==> config.mk <==
export PLATFORM = sky130hd
export DESIGN_NAME = multi_debounce
export DESIGN_NICKNAME = d
export VERILOG_FILES = /design/src/rtl/debounce_pkg.sv /design/src/rtl/debounce_chan.sv /design/src/rtl/multi_debounce.sv
export SDC_FILE = /design/constraint.sdc
export NUM_CORES = 1
export LEC_CHECK = 0
export CORE_ASPECT_RATIO = 2
export CORE_MARGIN = 1
export CORE_UTILIZATION = 56
export DETAILED_ROUTE_END_ITERATION = 10
export PLACE_DENSITY = 0.72
export SLEW_MARGIN = 5
export SYNTH_ARGS = -nofsm -noshare
export SYNTH_HDL_FRONTEND = slang
export SYNTH_SLANG_ARGS = --single-unit
==> constraint.sdc <==
create_clock -name clk_in -period 4.7 [get_ports clk_in]
set_clock_uncertainty 0.2 [all_clocks]
set_input_delay 0.94 -clock clk_in [delete_from_list [all_inputs] [get_ports clk_in]]
set_output_delay 0.94 -clock clk_in [all_outputs]
set_load 0.05 [all_outputs]
==> src/rtl/debounce_pkg.sv <==
// Shared defaults, level type and counter sizing helper for the multi-channel debouncer.
package debounce_pkg;

  localparam int unsigned DEF_N_CH          = 5;
  localparam int unsigned DEF_SYNC_STAGES   = 2;
  localparam int unsigned DEF_STABLE_CYCLES = 1000000;
  localparam int unsigned DEF_REPEAT_DELAY  = 32500000;
  localparam int unsigned DEF_REPEAT_PERIOD = 6500000;

  typedef enum logic {LVL_LOW, LVL_HIGH} level_t;

  // Bits needed to hold any value 0..n.
  function automatic int unsigned cnt_width(input int unsigned n);
    return (n < 1) ? 1 : $clog2(n + 1);
  endfunction

endpackage

==> src/rtl/debounce_chan.sv <==
// One debounce channel: synchroniser, stability filter, rise/fall strobes and optional
// auto-repeat press strobes (enabled by defining MULTI_DEBOUNCE_REPEAT_EN).
module debounce_chan
  import debounce_pkg::*;
#(
  parameter int unsigned SYNC_STAGES   = DEF_SYNC_STAGES,
  parameter int unsigned STABLE_CYCLES = DEF_STABLE_CYCLES,
  parameter int unsigned REPEAT_DELAY  = DEF_REPEAT_DELAY,
  parameter int unsigned REPEAT_PERIOD = DEF_REPEAT_PERIOD
) (
  input  logic clk_in,
  input  logic rst_n_in,
  input  logic noisy_in,
  output logic clean_out,
  output logic rise_out,
  output logic fall_out,
  output logic press_out
);

  localparam int unsigned CW = cnt_width(STABLE_CYCLES);
  localparam logic [CW-1:0] CntLast = CW'(STABLE_CYCLES - 1);

  if (SYNC_STAGES < 2 || STABLE_CYCLES < 1 || REPEAT_DELAY < 1 || REPEAT_PERIOD < 1)
  begin : g_bad_param
    $error("debounce_chan: parameter out of range");
  end

  logic [SYNC_STAGES-1:0] r_sync;
  level_t                 r_cand;
  level_t                 r_clean;
  logic [CW-1:0]          r_cnt;
  logic                   r_rise;
  logic                   r_fall;

  level_t w_s;
  logic   w_settled;
  logic   w_rise_evt;
  logic   w_fall_evt;

  assign w_s        = level_t'(r_sync[SYNC_STAGES-1]);
  assign w_settled  = (w_s == r_cand) && (r_cnt == CntLast);
  assign w_rise_evt = w_settled && (r_cand == LVL_HIGH) && (r_clean == LVL_LOW);
  assign w_fall_evt = w_settled && (r_cand == LVL_LOW) && (r_clean == LVL_HIGH);

  always_ff @(posedge clk_in) begin
    if (!rst_n_in) begin
      r_sync  <= '0;
      r_cand  <= LVL_LOW;
      r_cnt   <= '0;
      r_clean <= LVL_LOW;
      r_rise  <= 1'b0;
      r_fall  <= 1'b0;
    end else begin
      r_sync <= {r_sync[SYNC_STAGES-2:0], noisy_in};
      r_rise <= w_rise_evt;
      r_fall <= w_fall_evt;
      if (w_s != r_cand) begin
        r_cand <= w_s;
        r_cnt  <= '0;
      end else if (r_cnt == CntLast) begin
        // Counter saturates here; clean simply tracks the settled candidate.
        if (r_clean != r_cand) r_clean <= r_cand;
      end else begin
        r_cnt <= r_cnt + CW'(1);
      end
    end
  end

  assign clean_out = (r_clean == LVL_HIGH);
  assign rise_out  = r_rise;
  assign fall_out  = r_fall;

`ifdef MULTI_DEBOUNCE_REPEAT_EN
  localparam int unsigned RepMax = (REPEAT_DELAY > REPEAT_PERIOD) ? REPEAT_DELAY : REPEAT_PERIOD;
  localparam int unsigned RW = cnt_width(RepMax);
  localparam logic [RW-1:0] DelayLast  = RW'(REPEAT_DELAY - 1);
  localparam logic [RW-1:0] PeriodLast = RW'(REPEAT_PERIOD - 1);

  logic [RW-1:0] r_rep_cnt;
  logic          r_rep_first;
  logic          r_rep_pulse;

  always_ff @(posedge clk_in) begin
    if (!rst_n_in) begin
      r_rep_cnt   <= '0;
      r_rep_first <= 1'b0;
      r_rep_pulse <= 1'b0;
    end else if (w_rise_evt) begin
      r_rep_cnt   <= '0;
      r_rep_first <= 1'b1;
      r_rep_pulse <= 1'b0;
    end else if ((r_clean == LVL_HIGH) && !w_fall_evt) begin
      // First interval is the long hold delay, later ones the repeat period.
      if (r_rep_cnt == (r_rep_first ? DelayLast : PeriodLast)) begin
        r_rep_cnt   <= '0;
        r_rep_first <= 1'b0;
        r_rep_pulse <= 1'b1;
      end else begin
        r_rep_cnt   <= r_rep_cnt + RW'(1);
        r_rep_pulse <= 1'b0;
      end
    end else begin
      r_rep_cnt   <= '0;
      r_rep_first <= 1'b0;
      r_rep_pulse <= 1'b0;
    end
  end

  assign press_out = r_rise | r_rep_pulse;
`else
  assign press_out = r_rise;
`endif

endmodule

==> src/rtl/multi_debounce.sv <==
// N independent debounce channels; define MULTI_DEBOUNCE_REPEAT_EN for auto-repeat presses.
module multi_debounce
  import debounce_pkg::*;
#(
  parameter int unsigned N_CH          = DEF_N_CH,
  parameter int unsigned SYNC_STAGES   = DEF_SYNC_STAGES,
  parameter int unsigned STABLE_CYCLES = DEF_STABLE_CYCLES,
  parameter int unsigned REPEAT_DELAY  = DEF_REPEAT_DELAY,
  parameter int unsigned REPEAT_PERIOD = DEF_REPEAT_PERIOD
) (
  input  logic            clk_in,
  input  logic            rst_n_in,
  input  logic [N_CH-1:0] noisy_in,
  output logic [N_CH-1:0] clean_out,
  output logic [N_CH-1:0] rise_out,
  output logic [N_CH-1:0] fall_out,
  output logic [N_CH-1:0] press_out
);

  for (genvar g = 0; g < N_CH; g++) begin : g_chan
    debounce_chan #(
      .SYNC_STAGES  (SYNC_STAGES),
      .STABLE_CYCLES(STABLE_CYCLES),
      .REPEAT_DELAY (REPEAT_DELAY),
      .REPEAT_PERIOD(REPEAT_PERIOD)
    ) u_chan (
      .clk_in   (clk_in),
      .rst_n_in (rst_n_in),
      .noisy_in (noisy_in[g]),
      .clean_out(clean_out[g]),
      .rise_out (rise_out[g]),
      .fall_out (fall_out[g]),
      .press_out(press_out[g])
    );
  end

endmodule

Word level (Yosys, flattened, before mapping)
Cells that the tools add are included.
- output and inout bits: 20
- input bits: 7
- memories: 0
- register bits: 130
- bits in writable memories: 0
- latch bits: 0
- word-level logic and storage cells: 106
- bits in read-only memories: 0
- $lt $le $gt $ge: 0
- bitwise gates (word level): 16
- shift operators: 0
- reduce and logical (&&, ||, !) cells: 35
- multiplexer cells: 0
- $mul: 0
- $add $sub $neg: 5
- divide/modulo/power cells: 0
- equality and inequality tests: 20
- operator list (cell ; number):
    20-bit by 1-bit adder with 20-bit output, second input constant ; 5
    20-bit == test, second input constant ; 5
    1-bit logical AND ; 25
    1-bit inverter ; 16
    3-bit AND reduction ; 5
    1-bit inequality test ; 10
    2-bit OR reduction ; 5
    1-bit == test ; 5

Longest topological paths before layout
Gate-level depths: netlist (run 1).
- word-level depth: 4
- gate-level depth with buffers: 7
- gate-level depth less buffers: 6

By module
A second synthesis (run 1) with hierarchy kept.
- cells, all modules: 645
- area, all modules: 6018.3 um^2
- by module, submodules not included (module ; seq. area each (um^2) ; area an instance (um^2) ; cells each ; instances):
    debounce_chan ; 520.5 ; 1203.7 ; 129 ; 5

Worst setup path before layout (run 1)
No wires, ideal clock.
- kind: input to register
- start: in rst_n_in
- end: reg g_chan[0].u_chan.r_cnt[0]
- stages on the path: 5
- setup slack: 2.536 ns
- library setup time: 0.128 ns
- path buffers: 3
- arrival: 1.836 ns
- path through: clkbuf_1 o21ai_0 clkbuf_1 clkbuf_1 nor2_1
- longest elaborated chain between the ends: 2
- ends and longest elaborated chain (item ; line ; RTL):
    start: declaration ; multi_debounce.sv:12 ; input logic rst_n_in,
    1-bit inverter (no line) ; -- ;
    2-bit OR reduction (no line) ; -- ;
    end signal: assignment ; debounce_chan.sv:64 ; r_cnt <= r_cnt + CW'(1);
    end: declaration ; debounce_chan.sv:31 ; logic [CW-1:0] r_cnt;
No other way between the ends.
A chain may end at the register's enable or synchronous reset.

Worst setup path after layout (run 1)
- start: reg g_chan[0].u_chan.r_clean
- end: out clean_out[0]
- RTL lines (item ; line ; RTL):
    start: declaration ; debounce_chan.sv:30 ; level_t r_clean;
    start signal: assignment ; debounce_chan.sv:62 ; if (r_clean != r_cand) r_clean <= r_cand;
    end: declaration ; multi_debounce.sv:14 ; output logic [N_CH-1:0] clean_out,
No word-level cell between the ends.

==> results of run 1 <==
-- how the worst min path moves through the flow --
stage                          startpoint                    endpoint  slack (ns)  cells after the start
2_1_floorplan  g_chan[0].u_chan.r_sync[0]  g_chan[0].u_chan.r_sync[1]        0.21                      1
3_3_place_gp   g_chan[0].u_chan.r_sync[0]  g_chan[0].u_chan.r_sync[1]        0.21                      1
3_5_place_dp   g_chan[0].u_chan.r_sync[0]  g_chan[0].u_chan.r_sync[1]        0.22                      1
4_1_cts        g_chan[0].u_chan.r_sync[0]  g_chan[0].u_chan.r_sync[1]        0.23                      1
5_1_grt        g_chan[0].u_chan.r_sync[0]  g_chan[0].u_chan.r_sync[1]        0.26                      1
6_report       g_chan[0].u_chan.r_sync[0]  g_chan[0].u_chan.r_sync[1]        0.23                      1
-- kinds of logic after synthesis --
logic type / share of synthesized area
xor gates and xnor gates: 0.121
DFF: 0.461
buffers and inverters: 0.0450
and+or+nand+nor: 0.293
AOI/OAI and AO/OA: 0.0481
muxes: 0.0204
adders and majority gates: 0.0111
-- cell usage in the layout (no fill, tap or decap), types with 8 or more instances in the layout --
master           synthesis  final
and2_1                  22     22
and3_1                  12     12
and4_1                  14     14
clkbuf_16                0     17
clkdlybuf4s50_1          0     26
dfxtp_1                130    130
inv_1                    8      8
mux2i_1                 10     10
nand2_1                 41     41
nand3_1                 33     33
nand4_1                 25     25
nor2_1                  98     98
nor3_1                  26     26
nor4b_1                  8      8
o21ai_0                 16     11
xnor2_1                 21     21
xor2_1                  57     57
-- routing by layer --
metal  share of wire  GRT usage  vias up
met5               0          0        -
met4           0.028      0.119        0
met3           0.026     0.0582       23
met2            0.57      0.455       62
met1            0.38      0.213     2143
li1                -          -     2168
-- where the power goes --
part	internal (mW)	total [mW]	switching [mW]
Combinational	0.0252	0.0626	0.0374
Sequential	1.12	1.13	0.0145
Clock	0.942	1.41	0.464
-- registers in the layout (all words and copies together), names as in the netlist --
signal                   cells
g_chan.u_chan.r_cand         5
g_chan.u_chan.press_out      5
g_chan.u_chan.r_sync        10
g_chan.u_chan.fall_out       5
g_chan.u_chan.r_cnt        100
g_chan.u_chan.clean_out      5
-- final cells by class --
type / count / area (sq um) / share of cell area
well taps: 132 / 165 / 0.0253
repair buffers: 33 / 313 / 0.0478
clock inverters: 9 / 151 / 0.0232
clock buffers: 23 / 488 / 0.0746
multi-input cells: 448 / 2790 / 0.426
flip-flops and latches: 130 / 2600 / 0.398
inverters: 9 / 33.8 / 0.00517
-- per-stage QoR --
stage                     utilization  setup slack [ns]
after global routing            0.670              1.75
after floorplan                     -              2.54
after detailed placement        0.604              1.52
after CTS                       0.670              1.87
final                           0.670              1.88
after global placement          0.604              1.56
-- worst register-to-register path, delay by kind of cell, from the launching register on --
kind / cells / cell delay [ns]
mux: 1 / 0.30
flops: 1 / 0.36
simple gates: 4 / 1.34
==> reports/qor.yml, run 1 <==
initial_core_util: 0.578
grt_setup_unrepaired: "false"
syn_area_per_cell_sq_um: 9.06
num-nets-final: 651
path_class: "reg -> out"
grt_pass1_vias: 4396
rr_worst_depth: 5
syn_area_sq_um: 5640
cts_resized: 0
firstDrtPassIters: 4
antenna_found_initial: 0
cp_top_family: "buffers and inverters"
routed_via_density: 5.61
design.die.area_sq_um: 10500
io_pins: 27
dp_hpwl_um: 7710
cts_root_buf: "clkbuf_16"
max_freq_mhz: 354
synth_top_area_frac: 0.461
fin_crit_sh: 0.600
cp-start-kind: "flip-flop"
die_height_um: 144
grt.overflow.total: 0
cap_viol_max_count: 0
synth_nets: 635
synth.most_common_cell: "dfxtp_1"
cts_tree: "yes"
drive_gt1_frac: 0.0782
synth_common_cells: "dfxtp_1 (130), nor2_1 (98), xor2_1 (57), nand2_1 (41), nand3_1 (33)"
routed_wirelength_um: 11100
cts-buffers-inserted: 17
irDropWorstVdd_mv: 0.288
synthToLayoutAreaGrowth_pct: 15.9
port_buffers: 26
total_power_mw: 2.60
cts_sinks: 130
synth_edf_count: 0
critPathLaunch: "g_chan[0].u_chan.clean_out"
p_leak_nw: 2.33
finalSetupTns_ns: 0
rows: 51
r2r_end: "g_chan[4].u_chan.r_cnt[3]"
r2r-start: "g_chan[4].u_chan.r_cnt[13]"
fillCellCount: 815
vias: 4396
cpPeakStageDelay_ns: 0.84
htree_levels: 4
post_cts_buffers: 0
instances_no_fill: 784
whs_ns: 0.231
crit_cells: 1
critical-path-slowest-cell: "clkdlybuf4s50_1"
async_flop_share: 0
synth_ff_type: "dfxtp_1"
synth_seq_cells: 130
power.density_nw_per_um2: 398
finalSetupViolations: 0
cp_num_buf_inv: 1
holdBufCountCts: 0
yosys.area.top_type: "dfxtp_1"
die_x_um: 73.0
diodes: 0
path_clk_slew_ns: 0.06
core_sq_um: 9760
cp-end-kind: "output pin"
worstPathRequired_ns: 3.56
status: "finished clean"
grt_start_max_net_pins: 32
synth.area.top_cells: "dfxtp_1 (46%), xor2_1 (8.8%), nor2_1 (6.5%)"
critPathArrivalTime_ns: 1.68
synthCells: 623
clkLatencyLatePin_ns: 0.41
wire_per_inst_um: 14.2
drt_iter0_markers: 131
grt_use_total: 0.233
yosys_warnings: 0
place_congestion: 0.835
final_hold_viol_count: 0
fin_crit_ns: 2.82
max_slew_margin: 0.442
grt_pass1_wl_um: 19100
drcViolationCount: 0
critPathMaxFanout: 5
endpoint: "clean_out[0]"
r2r_slack_ns: 2.38
clk_path_buf_depth: 2
hold_class: "reg -> reg"
dpl_cell_area_sq_um: 5900
dp_cells: 752
stdcell_area_sq_um: 6540
slew_viol_final: 0
worstPathCellList: "clkdlybuf4s50_1"
ys_seq_area_frac: 0.461
worstMarginPinSlew_ns: 0.829
ys_types: 48
antenna_left: 0
No activity file was read; power rests on OpenSTA's default activity.
==> inputs of run 2 (changes only) <==
- clock period: 4.7 -> 2.7 ns (I/O delays scaled with it)
==> run 2 against run 1 <==
  * Sequential share of layout area down 0.50 points
  * Sequential cell count unchanged
  * Sequential power rose by 74%
  * Worst hold slack improved by 0.0044 ns
  * Critical endpoint is now clean_out[4]
  * Largest power group unchanged
  * Highest routed layer unchanged
==> reports/qor.yml, run 2 (synthesis results as in run 1) <==
critPathMaxFanout: 5  # unchanged
grt_pass1_wl_um: 19000  # -0.43%
status: "finished clean"
cts_tree: "yes"
grt_setup_unrepaired: "false"
design.die.area_sq_um: 10500  # unchanged
register_area_sq_um: 2600  # unchanged
cts_sinks: 130  # unchanged
multiInputGateArea_sq_um: 2790  # unchanged
critical-path-slowest-cell: "clkdlybuf4s50_1"
io_pins: 27  # unchanged
cap_viol_max_count: 0  # unchanged
top_regs: "g_chan.u_chan.r_cnt: 100 flops, g_chan.u_chan.r_sync: 10 flops"
cts_root_buf: "clkbuf_16"
antenna_found_initial: 0  # unchanged
cpPeakStageDelay_ns: 0.84  # about the same
grt.overflow.total: 0  # unchanged
total_power_mw: 4.76  # +83%
fillCellCount: 778  # -4.5%
rows: 51  # unchanged
max_freq_mhz: 418
vias: 4338  # -1.3%
place_congestion: 0.797  # -4.5%
initial_core_util: 0.578  # unchanged
post_cts_buffers: 0  # unchanged
wire_per_inst_um: 13.9  # -1.7%
grt_start_max_net_pins: 23  # -28%
worstMarginPinSlew_ns: 0.721  # -0.107 ns
utilization: 0.678  # +0.00846
cts-buffers-inserted: 17  # unchanged
cts_resized: 0  # unchanged
largest_register_ff_count: 100  # unchanged
drive_gt1_frac: 0.0840  # +0.00575
num-nets-final: 654  # +0.46%
finalSetupTns_ns: 0  # unchanged
drcViolationCount: 0  # unchanged
irDropWorstVdd_mv: 0.543  # +89%
r2r-start: "g_chan[4].u_chan.r_cnt[0]"
diodes: 0  # unchanged
largest_register: "g_chan.u_chan.r_cnt"
layout_common_cells: "dfxtp_1 (130), nor2_1 (98), xor2_1 (57), nand2_1 (41), nand3_1 (33)"
path_class: "reg -> out"
grt_use_total: 0.234  # +0.000917
port_buffers: 26  # unchanged
htree_levels: 4  # unchanged
cp-end-kind: "output pin"
die_x_um: 73.0  # unchanged
cp_top_family: "buffers and inverters"
hold_class: "reg -> reg"
routed_wirelength_um: 11000  # -1.3%
slew_viol_final: 0  # unchanged
fin_crit_sh: 0.887
worstPathRequired_ns: 1.96  # -1.60 ns
antenna_left: 0  # unchanged
synthToLayoutAreaGrowth_pct: 17.4
fin_crit_ns: 2.39
worstPathCellList: "clkdlybuf4s50_1"
firstDrtPassIters: 4  # unchanged
cp_num_buf_inv: 1  # unchanged
final_common_cell: "dfxtp_1"
dp_hpwl_um: 7720  # +0.17%
routed_via_density: 5.51  # -1.7%
power.density_nw_per_um2: 720  # +81%
drt_iter0_markers: 183  # +40%
max_slew_margin: 0.515  # +0.0730
clk_path_buf_depth: 2  # unchanged
finalSetupViolations: 0  # unchanged
cp-start-kind: "flip-flop"
die_height_um: 144  # unchanged
core_sq_um: 9760  # unchanged
worstHoldStart: "g_chan[1].u_chan.r_sync[0]"
critPathLaunch: "g_chan[4].u_chan.clean_out"
clkLatencyLatePin_ns: 0.40  # about the same
final_hold_viol_count: 0  # unchanged
grt_pass1_vias: 4414  # +0.41%
p_leak_nw: 2.37  # +1.5%
holdBufCountCts: 0  # unchanged
critPathArrivalTime_ns: 1.65  # -0.03 ns
path_clk_slew_ns: 0.06  # about the same
==> run 2: worst paths after layout <==
| check | to | slack [ns] | cells past startpoint |
|---|---|---|---|
| hold / removal | g_chan[1].u_chan.r_sync[1] | 0.24 | 1 |
| setup reg to reg | g_chan[4].u_chan.r_cnt[3] | 0.44 | 6 |
| hold reg to reg | g_chan[1].u_chan.r_sync[1] | 0.24 | 1 |
| setup / recovery | clean_out[4] | 0.31 | 1 |
==> run 2: layout make-up <==
| class | instances | area share |
|---|---|---|
| multi-input cells | 448 | 0.421 |
| flip-flops and latches | 130 | 0.393 |
| clock buffers | 19 | 0.0669 |
| repair buffers | 36 | 0.0506 |
| clock inverters | 13 | 0.0387 |
| well taps | 132 | 0.0249 |
| inverters | 9 | 0.00510 |
==> run 2: power breakdown <==
group	switching, mW	internal [mW]	total [mW]
registers	0.0244	1.95	1.97
clock network	0.828	1.85	2.68
logic	0.0676	0.0460	0.114
==> run 2: metrics by stage <==
step / cells / worst slack, ns / hold WS (ns) / area (sq um)
after CTS: 787 / 0.297 / 0.238 / 6620
after floorplan: 623 / 0.724 / 0.212 / 5640
after global placement: 755 / 0.429 / 0.217 / 5920
after detailed placement: 755 / 0.394 / 0.225 / 5920
after global routing: 787 / 0.253 / 0.259 / 6620
final: 787 / 0.306 / 0.235 / 6620
==> run 2: metal layers <==
metal | vias up | global-route usage | routed length [um]
li1 | 2172 | - | -
met1 | 2063 | 0.228 | 4320
met2 | 74 | 0.441 | 6070
met3 | 29 | 0.0610 | 248
met4 | 0 | 0.117 | 318
met5 | - | 0 | 0
